File: config.mk
export PLATFORM = sky130hd
export DESIGN_NAME = ce_gen_multi
export DESIGN_NICKNAME = d
export VERILOG_FILES = /design/src/rtl/ce_gen_pkg.sv /design/src/rtl/ce_gen_chan.sv /design/src/rtl/ce_gen_multi.sv
export SDC_FILE = /design/constraint.sdc
export NUM_CORES = 1
export LEC_CHECK = 0
export ABC_CLOCK_PERIOD_IN_PS = 1550
export CORE_ASPECT_RATIO = 0.7
export CORE_MARGIN = 8
export CORE_UTILIZATION = 48
export DETAILED_ROUTE_END_ITERATION = 16
export PLACE_DENSITY = 0.75
export SETUP_SLACK_MARGIN = 0.4
export SLEW_MARGIN = 10
export SYNTH_ARGS = -nofsm -noshare
export SYNTH_HDL_FRONTEND = slang
export SYNTH_SLANG_ARGS = --single-unit
export TNS_END_PERCENT = 30
File: constraint.sdc
create_clock -name clk -period 1.55 [get_ports clk]
set_input_delay 0.31 -clock clk [delete_from_list [all_inputs] [get_ports clk]]
set_output_delay 0.31 -clock clk [all_outputs]
set_load 0.01 [all_outputs]
File: src/rtl/ce_gen_pkg.sv
`default_nettype none
// ============================================================================
//  Module      : ce_gen_pkg
//  Description : Shared types, constants and helpers for the clock-enable
//                generator (ce_gen_multi / ce_gen_chan).
//  Revision    : 1.0  initial release
// ============================================================================
package ce_gen_pkg;

    // Default width of a channel rate field. Instances override their own
    // RATE_W parameter; this only sizes the convenience type below.
    localparam int DEF_RATE_W = 7;

    typedef logic [DEF_RATE_W-1:0] rate_t;

    // Stall policy encodings for a channel.
    localparam int STALL_DROP  = 0;   // tick during stall is lost
    localparam int STALL_DEFER = 1;   // one tick is owed until stall clears

    // Counter value at which the 180-degree pixel CE fires.
    function automatic int pix_half(input int div_log2);
        return (div_log2 < 1) ? 1 : (1 << (div_log2 - 1));
    endfunction

endpackage : ce_gen_pkg
`default_nettype wire

File: src/rtl/ce_gen_chan.sv
`default_nettype none
// ============================================================================
//  Module      : ce_gen_chan
//  Description : One programmable-rate clock-enable channel. A counter runs
//                0..cur_rate; the wrap cycle is the "tick". The rate (or the
//                turbo rate) is latched only at the wrap, so a running period
//                always completes at the old rate and cnt never passes
//                cur_rate. A stall either drops the tick or defers it (one
//                owed pulse at most).
//  Ports       : clk, reset_n      clock, async active-low reset
//                rate              runtime rate (period = rate+1)
//                turbo             use TURBO_RATE for the next period
//                stall             suppress ce
//                ce                registered CE pulse
//                overrun           deferred tick merged into a pending one
//  Revision    : 1.0  initial release
// ============================================================================
module ce_gen_chan
    import ce_gen_pkg::*;
#(
    parameter int RATE_W     = 7,
    parameter int RESET_RATE = 111,
    parameter int TURBO_RATE = 2,
    parameter int STALL_MODE = STALL_DROP
) (
    input  logic              clk,
    input  logic              reset_n,
    input  logic [RATE_W-1:0] rate,
    input  logic              turbo,
    input  logic              stall,
    output logic              ce,
    output logic              overrun
);

    localparam logic [RATE_W-1:0] c_reset_rate = RATE_W'(RESET_RATE);
    localparam logic [RATE_W-1:0] c_turbo_rate = RATE_W'(TURBO_RATE);

    logic [RATE_W-1:0] r_cnt;
    logic [RATE_W-1:0] r_cur_rate;
    logic              r_ce;
    logic              r_overrun;
    logic              w_tick;

    assign w_tick = (r_cnt == r_cur_rate);

    // Period counter; the next period's rate is sampled only on the wrap.
    always_ff @(posedge clk or negedge reset_n) begin
        if (!reset_n) begin
            r_cnt      <= '0;
            r_cur_rate <= c_reset_rate;
        end else if (w_tick) begin
            r_cnt      <= '0;
            r_cur_rate <= turbo ? c_turbo_rate : rate;
        end else begin
            r_cnt      <= r_cnt + 1'b1;
        end
    end

    if (STALL_MODE == STALL_DEFER) begin : g_defer
        logic r_pending;

        // A stalled tick becomes pending; a second stalled tick while one is
        // already owed is reported via overrun but still owes only one ce.
        always_ff @(posedge clk or negedge reset_n) begin
            if (!reset_n) begin
                r_pending <= 1'b0;
                r_ce      <= 1'b0;
                r_overrun <= 1'b0;
            end else begin
                r_ce      <= (w_tick | r_pending) & ~stall;
                r_pending <= (w_tick | r_pending) & stall;
                r_overrun <= w_tick & r_pending & stall;
            end
        end
    end else begin : g_drop
        always_ff @(posedge clk or negedge reset_n) begin
            if (!reset_n) begin
                r_ce      <= 1'b0;
                r_overrun <= 1'b0;
            end else begin
                r_ce      <= w_tick & ~stall;
                r_overrun <= 1'b0;
            end
        end
    end

    assign ce      = r_ce;
    assign overrun = r_overrun;

endmodule : ce_gen_chan
`default_nettype wire

File: src/rtl/ce_gen_multi.sv
`default_nettype none
// ============================================================================
//  Module      : ce_gen_multi
//  Description : Clock-enable generator. Holds a free-running pixel divider
//                producing two opposite-phase pixel CEs, plus NUM_CH
//                independent programmable-rate channels (ce_gen_chan).
//  Ports       : clk, reset_n        system clock, async active-low reset
//                rate[NUM_CH*RATE_W] packed rates, ch i at [i*RATE_W +: RATE_W]
//                turbo[NUM_CH]       per-channel turbo override
//                stall[NUM_CH]       per-channel CE suppression
//                ce_pix_p/ce_pix_n   pixel CE, phase 0 / phase 180
//                ce[NUM_CH]          channel CE pulses
//                overrun[NUM_CH]     deferred-tick overrun pulses
//  Revision    : 1.0  initial release
// ============================================================================
module ce_gen_multi
    import ce_gen_pkg::*;
#(
    parameter int NUM_CH       = 2,
    parameter int RATE_W       = 7,
    parameter int RESET_RATE   = 111,
    parameter int TURBO_RATE   = 2,
    parameter int STALL_DEFER  = 0,
    parameter int PIX_DIV_LOG2 = 4
) (
    input  logic                     clk,
    input  logic                     reset_n,
    input  logic [NUM_CH*RATE_W-1:0] rate,
    input  logic [NUM_CH-1:0]        turbo,
    input  logic [NUM_CH-1:0]        stall,
    output logic                     ce_pix_p,
    output logic                     ce_pix_n,
    output logic [NUM_CH-1:0]        ce,
    output logic [NUM_CH-1:0]        overrun
);

    localparam logic [PIX_DIV_LOG2-1:0] c_pix_half =
        PIX_DIV_LOG2'(pix_half(PIX_DIV_LOG2));

    logic [PIX_DIV_LOG2-1:0] r_pix_cnt;
    logic                    r_ce_pix_p;
    logic                    r_ce_pix_n;

    // Pixel divider: wraps naturally at 2**PIX_DIV_LOG2; the two CEs are
    // half a period apart so they never coincide.
    always_ff @(posedge clk or negedge reset_n) begin
        if (!reset_n) begin
            r_pix_cnt  <= '0;
            r_ce_pix_p <= 1'b0;
            r_ce_pix_n <= 1'b0;
        end else begin
            r_pix_cnt  <= r_pix_cnt + 1'b1;
            r_ce_pix_p <= (r_pix_cnt == '0);
            r_ce_pix_n <= (r_pix_cnt == c_pix_half);
        end
    end

    assign ce_pix_p = r_ce_pix_p;
    assign ce_pix_n = r_ce_pix_n;

    for (genvar gi = 0; gi < NUM_CH; gi++) begin : g_chan
        ce_gen_chan #(
            .RATE_W     (RATE_W),
            .RESET_RATE (RESET_RATE),
            .TURBO_RATE (TURBO_RATE),
            .STALL_MODE (STALL_DEFER)
        ) u_chan (
            .clk     (clk),
            .reset_n (reset_n),
            .rate    (rate[gi*RATE_W +: RATE_W]),
            .turbo   (turbo[gi]),
            .stall   (stall[gi]),
            .ce      (ce[gi]),
            .overrun (overrun[gi])
        );
    end

endmodule : ce_gen_multi
`default_nettype wire

==> results of run 1 <==
[metal layers]
metal  global-route usage  part of all wire  routed length [um]
met5                    0                 0                   0
met4              0.03838            0.0090                  29
met2               0.1917              0.46                1476
met3              0.04839             0.049                 158
met1               0.1583              0.48                1545
[logic make-up (layout without fill, tap and decap cells)]
family                     Yosys count  count (layout)  share of synthesized area
adders and majority gates            4               4                    0.02937
other                                1               2                   0.002201
DFF                                 36              36                     0.5374
xor gates and xnor gates            26              26                     0.1336
and+or+nand+nor                     47              47                     0.1623
buffers and inverters               10              54                    0.03964
muxes                               14              14                    0.09545
[placed cells by master, fill, tap and decap left out, types with 4 or more instances in the layout]
cell             synthesis  routed
dfrtp_1                 24      24
clkdlybuf4s50_1          0      19
nor2b_1                 16      16
xnor2_1                 15      13
nor2_1                  16      13
mux2_4                   2      12
dfstp_2                 12      12
buf_4                    4      12
xor2_1                  11      11
buf_6                    2       6
nand3_1                  5       5
clkbuf_8                 0       5
inv_1                    4       4
ha_1                     4       4
buf_2                    0       4
[final timing paths]
path / end / slack, ps / cells past startpoint
max: g_chan[1].u_chan.r_cur_rate[4] / -120 / 5
min: g_chan[0].u_chan.r_cur_rate[4] / 390 / 2
max reg2reg: g_chan[1].u_chan.r_cur_rate[4] / -120 / 5
min reg2reg: ce_pix_p / 480 / 1
max in group asynchronous: g_chan[1].u_chan.r_cur_rate[3] / 910 / 2
min in group clk: ce_pix_p / 480 / 1
[final cells by class]
type | instances | share of cell area
well taps | 50 | 0.02772
multi-input cells | 93 | 0.3520
flip-flops and latches | 36 | 0.4058
inverters | 4 | 0.006652
clock buffers | 7 | 0.03381
repair buffers | 42 | 0.1718
clock inverters | 1 | 0.002217
[power by group through the flow]
stage / logic, mW / registers (mW) / clock network, mW
floorplan: 0.901 / 1.61 / 0
global placement: 1.34 / 1.65 / 0
detailed placement: 1.39 / 1.67 / 0
CTS: 1.57 / 1.67 / 0.646
global route: 1.80 / 1.71 / 0.688
finish: 1.63 / 1.67 / 0.626
[flip-flops by register name (all words and copies together), names as in the netlist]
register,flops
g_chan.u_chan.r_cur_rate,14
g_chan.u_chan.r_cnt,14
g_chan.u_chan.ce,2
r_pix_cnt,4
ce_pix_n,1
ce_pix_p,1
[timing repair]
action | in CTS | in global routing
pin swaps | 7 | 6
setup endpoints to repair | 34 | 30
setup buffers | 3 | 1
gates resized for setup | 32 | 7
[per-stage QoR]
stage	utilization	hold slack, ps
2_1_floorplan	-	14.41
5_1_grt	0.6508	395.9
6_report	0.6508	394.4
3_5_place_dp	0.5978	464.4
3_3_place_gp	0.5978	459.0
4_1_cts	0.6396	397.2
==> flow_summary_export.csv, run 1 <==
group,metric,value,unit
setup_path,crit_type,"reg2reg",
detailed_routing,wl_per_cell,13.77,um
cells_and_area,ff_latch_area,915.9,um^2
synth,ys_seq_area_frac,0.5374,
synth,synthCells,138,
synth,yosys.area.top_type,"dfrtp_1",
clock_tree,clock_sinks,36,
detailed_routing,route.detailed.drc,0,
setup_path,crit_slowest_cell,"dfstp_2",
sta,worst_slack,-116.8,ps
place,dp_slack,-104.8,ps
power,ir_drop,0.0009626,V
setup_path,cp-start-kind,"register",
cells_and_area,diodes,0,
global_route,grt_pass1_wl,5478,um
synth,synth_top_flop_cell,"dfrtp_1",
synth,ys_seq_elements,36,
global_route,grt_start_max_net_pins,37,
global_route,groute.usage.overall,0.1245,
power,p_leak,1.008,nW
detailed_routing,wl,3209,um
floorplan,core,3468,um^2
global_route,grt_pass1_vias,1148,
sta,period_needed,1667,ps
cells_and_area,multi_input_area,794.5,um^2
setup_path,cp_top_family,"flip-flops",
sta,setup_viol_count_final,15,
power,switching_power,1.275,mW
sta,clock.fmax,599.9,MHz
synth,synth.most_common_cell,"dfrtp_1",
clock_tree,ctsHoldBuffers,0,
setup_path,critPathLaunch,"g_chan[1].u_chan.r_cur_rate[1]",
flow_run,drv_cap,0,
cells_and_area,nets,206,
synth,syn-cell-area,1704,um^2
detailed_routing,viasPerCell,4.597,
status,failed_checks,"negative setup slack",
detailed_routing,drtPass1Iterations,4,
sta,finClkSkew,9.226,ps
synth,ys.warnings.count,0,
synth,netlist-cell-type-count,21,
floorplan,rows,18,
place,port_buffers,23,
cells_and_area,final_cell_area,2257,um^2
power,power.share.combinational,0.414,
global_route,antenna_found_initial,0,
sta,hold_violations,0,
setup_path,cpPeakStageDelay,560,ps
setup_path,r2r_start,"g_chan[1].u_chan.r_cur_rate[1]",
place,placed_area,2073,um^2
detailed_routing,dr_total_vias,1071,
cells_and_area,drive_above_1_share,0.3279,
status,status,"finished, violations left",
floorplan,ioPinCount,26,
cells_and_area,n_fill_cell,280,
power,swShare,0.3250,
synth,synthArstFlopShare,1.000,
setup_path,crit_path_end_kind,"register",
sta,finalMaxSlewViolations,0,
synth,synth_common_cells,"dfrtp_1 (24), nor2_1 (16), nor2b_1 (16)",
power,p_total,3.923,mW
global_route,gr-total-overflow,0,
place,gp_congestion,0.7630,
clock_tree,clk_path_buf_depth,2,
floorplan,die_area,5743,um^2
worst_hold_path,hold_class,"in2async",
synth,synth_top_area_share,0.3524,
sta,post-route-period-util,1.075,
cells_and_area,fin_cells,233,
power,p_clk_frac,0.160,
place,dp_hpwl,2362,um
power,power_density,1738,nW/um^2
clock_tree,cts_max_level,2,
power,p_seq_frac,0.426,
floorplan,die_y,65.85,um
detailed_routing,dr.first_iter.drc_count,52,
clock_tree,numCtsBuffers,5,
floorplan,die_w,87.22,um
cells_and_area,area_delta_synth_final,32.45,%
setup_path,worstPathCellList,"xnor2_2 > nand4_1 > nor4_4 > buf_4 > mux2_4",
clock_tree,cts_tree,"yes",
synth,synth_edf_count,0,
synth,netlist_top_cells_area,"dfrtp_1 (35%), dfstp_2 (19%), xnor2_1 (7.7%)",
clock_tree,cts.clk_slew.worst_paths,70,ps
sta,tns,-862.7,ps
setup_path,critPathBufInv,1,
synth,avgSynthCellArea,12.35,um^2
setup_path,arrival,1830,ps
clock_tree,worstSkewPairLatency,280,ps
place,dp_cells,221,
setup_path,crit_required,1710,ps
setup_path,path_max_fanout,3,
sta,grt_setup_unrepaired,"true",
clock_tree,cts_root_buf,"clkbuf_8",
floorplan,initial_core_util,0.4913,
detailed_routing,ant_nets,0,
power,p_int,2.648,mW
(Power assumes the default switching activity.)
==> inputs of run 2 (changes only) <==
--- a/config.mk
+++ b/config.mk
@@ -7,7 +7,6 @@
 export LEC_CHECK = 0
 export ABC_CLOCK_PERIOD_IN_PS = 1550
 export CORE_ASPECT_RATIO = 0.7
-export CORE_MARGIN = 8
 export CORE_UTILIZATION = 48
 export DETAILED_ROUTE_END_ITERATION = 16
 export PLACE_DENSITY = 0.75
==> run 2 against run 1 <==
- the run still ends with negative setup slack left
- register-to-register slack barely moved
- worst hold slack got worse by 8.3 ps
- core utilization up 3.4 points
- global-route usage is 7.4 points higher
- clock-buffer cell count is 2 lower
- via count is 0.19% higher
- design area decreased by 1.3%
- wire length down 2.5%
- largest cell class unchanged
==> flow_summary_export.csv, run 2 (synthesis results as in run 1) <==
group,metric,value,unit
sta,whs,386.2,ps
cells_and_area,nets,202,
setup_path,arrival,1830,ps
detailed_routing,route.met3.wl,169,um
cells_and_area,final_cell_area,2228,um^2
detailed_routing,drtPass1Iterations,4,
sta,setup_viol_count_final,14,
floorplan,ioPinCount,26,
place,gp_congestion,0.7317,
clock_tree,clk_path_buf_depth,2,
power,power_density,1799,nW/um^2
detailed_routing,wl_met2,1528,um
setup_path,crit_type,"reg2reg",
power,p_total,4.008,mW
clock_tree,clock_sinks,36,
setup_path,cp-start-kind,"register",
cells_and_area,diodes,0,
detailed_routing,wl,3129,um
setup_path,critPathLaunch,"g_chan[0].u_chan.r_cur_rate[3]",
setup_path,crit_path_end_kind,"register",
clock_tree,cts_root_buf,"clkbuf_8",
sta,period_needed,1655,ps
global_route,grt_pass1_wl,5354,um
cells_and_area,final_common_cell,"dfrtp_1",
sta,worst_slack,-105.1,ps
clock_tree,cts_max_level,2,
detailed_routing,wl_per_cell,13.85,um
worst_hold_path,hold_class,"in2async",
place,dp_slack,-128.0,ps
setup_path,path_max_fanout,7,
clock_tree,cts_tree,"yes",
global_route,grt_start_max_net_pins,37,
sta,finalMaxSlewViolations,0,
detailed_routing,dr.max_layer_used,"met4",
status,status,"finished, violations left",
place,placed_area,2062,um^2
global_route,grt_pass1_vias,1163,
sta,clock.fmax,604.2,MHz
sta,finClkSkew,7.669,ps
global_route,gr-total-overflow,0,
global_route,antenna_found_initial,0,
place,port_buffers,23,
detailed_routing,dr_total_vias,1073,
detailed_routing,dr.first_iter.drc_count,62,
detailed_routing,wl_met1,1420,um
setup_path,r2r_start,"g_chan[0].u_chan.r_cur_rate[3]",
detailed_routing,viasPerCell,4.748,
setup_path,crit_required,1720,ps
flow_run,drv_cap,0,
sta,hold_violations,0,
cells_and_area,drive_above_1_share,0.3128,
floorplan,die_area,3796,um^2
clock_tree,ctsHoldBuffers,0,
floorplan,initial_core_util,0.5236,
status,failed_checks,"negative setup slack",
power,p_leak,0.9925,nW
detailed_routing,ant_nets,0,
sta,post-route-period-util,1.068,
floorplan,rows,17,
cells_and_area,layout_common_cells,"dfrtp_1 (24), clkdlybuf4s50_1 (19), nor2_1 (16)",
detailed_routing,route.detailed.drc,0,
floorplan,die_w,73.22,um
global_route,groute.usage.overall,0.1981,
place,dp_hpwl,2126,um
floorplan,core,3254,um^2
clock_tree,worstSkewPairLatency,290,ps
sta,grt_setup_unrepaired,"true",
cells_and_area,largestRegisters,"g_chan.u_chan.r_cnt: 14 flops, g_chan.u_chan.r_cur_rate: 14 flops, r_pix_cnt: 4 flops",
cells_and_area,utilization,0.6847,
clock_tree,numCtsBuffers,5,
power,ir_drop,0.001103,V
floorplan,die_y,51.85,um
clock_tree,cts.clk_slew.worst_paths,80,ps
cells_and_area,area_delta_synth_final,30.76,%
## run 2: worst max-delay path: stages (launching register included)
cell and delay [ps]:
dfstp_2 560, xnor2_2 120, nand4_1 160, nor4_4 220
buf_6 190, mux2_4 300
## run 2: final timing paths
kind                       slack, ps  cells past startpoint                              to
max reg2reg                     -110                      5  g_chan[0].u_chan.r_cur_rate[4]
max in group asynchronous        910                      2  g_chan[1].u_chan.r_cur_rate[0]
min reg2reg                      470                      1                    r_pix_cnt[0]
min                              390                      2       g_chan[1].u_chan.r_cnt[5]
max                             -110                      5  g_chan[0].u_chan.r_cur_rate[4]
min in group clk                 470                      1                    r_pix_cnt[0]
## run 2: routing by layer
layer	GRT usage	vias up
li1	-	521
met1	0.2406	523
met2	0.3272	27
met3	0.06202	2
met4	0.08497	0
met5	0	-
## run 2: metrics by stage
stage	std cells	TNS [ps]
floorplan	139	-190.4
global placement	217	-486.2
detailed placement	217	-1058
CTS	226	-1057
global route	226	-2756
finish	226	-962.3
## run 2: what timing repair did
item                                    4_1_cts  5_1_grt
buffers inserted                              1        0
endpoints found under the setup margin       34       30
gates resized for setup                      27        4
pin swaps                                     3        1
## run 2: area by class of cell
cell class / count / area, um^2
clock inverters: 3 / 42.54
multi-input cells: 93 / 777.0
flip-flops and latches: 36 / 915.9
repair buffers: 38 / 350.3
fillers: 242 / 1026
clock buffers: 5 / 68.82
well taps: 47 / 58.81
inverters: 4 / 15.01
## run 2: report_power, final
group	switching, mW	leakage [nW]	internal [mW]
clock network	0.342	0.0541	0.476
logic	0.644	0.513	0.867
registers	0.292	0.425	1.39
==> inputs of run 3 (changes only) <==
--- a/config.mk
+++ b/config.mk
@@ -5,11 +5,12 @@
 export SDC_FILE = /design/constraint.sdc
 export NUM_CORES = 1
 export LEC_CHECK = 0
-export ABC_CLOCK_PERIOD_IN_PS = 1550
+export ABC_CLOCK_PERIOD_IN_PS = 1800
 export CORE_ASPECT_RATIO = 0.7
-export CORE_UTILIZATION = 48
+export CORE_UTILIZATION = 53
+export CTS_CLUSTER_SIZE = 10
 export DETAILED_ROUTE_END_ITERATION = 16
-export PLACE_DENSITY = 0.75
+export PLACE_DENSITY = 0.79
 export SETUP_SLACK_MARGIN = 0.4
 export SLEW_MARGIN = 10
 export SYNTH_ARGS = -nofsm -noshare
==> constraint.sdc (replaced) <==
create_clock -name clk -period 1.8 [get_ports clk]
set_input_delay 0.36 -clock clk [delete_from_list [all_inputs] [get_ports clk]]
set_output_delay 0.36 -clock clk [all_outputs]
set_load 0.01 [all_outputs]
==> run 3 against run 2 <==
- the flow now finishes without violations
- combinational power fell by 30%
- wire length fell by 7.0%
- flip-flop and latch count did not move
- clock power fell by 28%
- largest power group unchanged
- worst hold slack improved by 83 ps
- sequential power fell by 13%
- highest routed layer unchanged
- design area fell by 3.3%
- critical path type unchanged
- sequential share of layout area rose by 1.4 points
- worst setup slack improved by 230 ps
==> flow_summary_export.csv, run 3 (synthesis results as in run 1) <==
group,metric,value,unit
global_route,antenna_found_initial,0,
detailed_routing,wl_per_cell,13.67,um
sta,worst_slack,127.7,ps
worst_hold_path,hold_class,"reg2reg",
cells_and_area,final_cell_area,2156,um^2
flow_run,drv_cap,0,
place,dp_slack,82.87,ps
clock_tree,numCtsBuffers,5,
floorplan,die_y,49.44,um
setup_path,crit_type,"reg2reg",
detailed_routing,wl,2911,um
cells_and_area,utilization,0.7376,
setup_path,worstRegToRegCells,5,
power,ir_drop,0.0007874,V
setup_path,worstPathCellList,"xnor2_1 > nand4_1 > nor4_4 > buf_6 > mux2_2",
sta,period_needed,1672,ps
sta,whs,469.0,ps
sta,hold_violations,0,
setup_path,reg2reg_to,"g_chan[0].u_chan.r_cur_rate[4]",
cells_and_area,layout_common_cells,"dfrtp_1 (24), clkdlybuf4s50_1 (23), nor2_1 (16), nor2b_1 (16), xnor2_1 (13)",
global_route,gr-total-overflow,0,
detailed_routing,drtPass1Iterations,4,
floorplan,ioPinCount,26,
cells_and_area,n_fill_cell,201,
setup_path,arrival,1840,ps
sta,finalMaxSlewViolations,0,
setup_path,cpPeakStageDelay,540,ps
power,power_density,1438,nW/um^2
setup_path,crit_slowest_cell,"dfstp_2",
power,p_leak,0.9496,nW
floorplan,die_w,69.78,um
worst_hold_path,hold_path_end,"r_pix_cnt[0]",
setup_path,critPathBufInv,1,
global_route,groute.usage.overall,0.1887,
clock_tree,ctsHoldBuffers,0,
worst_hold_path,hp-start,"r_pix_cnt[0]",
clock_tree,clk_path_buf_depth,2,
floorplan,core,2923,um^2
place,port_buffers,23,
detailed_routing,ant_nets,0,
cells_and_area,fin_cells,213,
setup_path,cp-start-kind,"register",
cells_and_area,drive_above_1_share,0.2712,
detailed_routing,dr.first_iter.drc_count,41,
setup_path,reg2reg_slack,130,ps
sta,setup_viol_count_final,0,
cells_and_area,area_delta_synth_final,26.51,%
clock_tree,cts.clk_slew.worst_paths,70,ps
detailed_routing,viasPerCell,4.864,
place,dp_cells,197,
status,status,"completed",
cells_and_area,diodes,0,
detailed_routing,dr_total_vias,1036,
clock_tree,clock_sinks,36,
cells_and_area,nets,200,
sta,post-route-period-util,0.9291,
clock_tree,worstSkewPairLatency,280,ps
clock_tree,cts_max_level,2,
floorplan,initial_core_util,0.5830,
clock_tree,cts_root_buf,"clkbuf_8",
detailed_routing,route.detailed.drc,0,
setup_path,path_max_fanout,7,
sta,grt_setup_unrepaired,"true",
setup_path,crit_required,1970,ps
sta,finClkSkew,8.340,ps
floorplan,rows,16,
place,placed_area,1968,um^2
global_route,grt_pass1_vias,1070,
clock_tree,cts_tree,"yes",
sta,tns,0,ps
worst_hold_path,whs_path_depth,1,
setup_path,crit_path_end_kind,"register",
place,dp_hpwl,2077,um
cells_and_area,final_common_cell,"dfrtp_1",
power,p_total,3.100,mW
global_route,grt_pass1_wl,5030,um
sta,clock.fmax,598.0,MHz
place,gp_congestion,0.7930,
floorplan,die_area,3450,um^2
cells_and_area,largestRegisters,"g_chan.u_chan.r_cnt: 14 flops, g_chan.u_chan.r_cur_rate: 14 flops, r_pix_cnt: 4 flops",
setup_path,r2r_start,"g_chan[0].u_chan.r_cur_rate[3]",
global_route,grt_start_max_net_pins,37,
setup_path,cp_top_family,"flip-flops",
## run 3: changes by cell type in the layout (fill, tap and decap cells not counted), sizes merged
cell / previous run / this run
clkbuf: 5 / 7
clkdlybuf4s50: 19 / 23
clkinv: 1 / 0
buf: 19 / 13
bufinv: 1 / 0
## run 3: cell type report
cell class,instances,area (um^2),area share
Clock buffer,7,86.33,0.04005
Clock inverter,1,7.507,0.003482
Inverter,4,15.01,0.006965
Multi-Input combinational cell,93,750.7,0.3482
Sequential cell,36,915.9,0.4248
Tap cell,36,45.04,0.02089
Timing Repair Buffer,36,335.3,0.1555
## run 3: worst max-delay path by stage
stage | start | end | slack (ps) | depth (start not counted)
after detailed placement | g_chan[0].u_chan.r_cur_rate[3] | g_chan[0].u_chan.r_cur_rate[4] | 80 | 5
after floorplan | g_chan[1].u_chan.r_cur_rate[0] | g_chan[1].u_chan.r_cur_rate[5] | 170 | 5
after CTS | g_chan[0].u_chan.r_cur_rate[3] | g_chan[0].u_chan.r_cur_rate[4] | 120 | 5
after global placement | g_chan[0].u_chan.r_cur_rate[2] | g_chan[0].u_chan.r_cur_rate[4] | 180 | 5
final | g_chan[0].u_chan.r_cur_rate[3] | g_chan[0].u_chan.r_cur_rate[4] | 130 | 5
after global routing | g_chan[0].u_chan.r_cur_rate[3] | g_chan[0].u_chan.r_cur_rate[4] | 40 | 5
## run 3: metal layers
metal  global-route usage  vias to the layer above  part of all wire
li1                     -                      513                 -
met3              0.06198                        2             0.038
met4              0.01000                        0            0.0027
met2               0.3221                       25              0.47
met5                    0                        -                 0
met1               0.2476                      496              0.49
## run 3: power by group
part	total [mW]	internal, mW	switching [mW]	leakage, nW
registers	1.46	1.17	0.290	0.425
clock network	0.585	0.311	0.274	0.0445
logic	1.06	0.611	0.445	0.480
total	3.10	2.09	1.01	0.950
## run 3: repair_timing
action                                  in CTS  in global routing
endpoints found under the setup margin      22                 34
pin swaps                                    1                  1
setup buffers                                3                  5
gates resized for setup                      1                  6
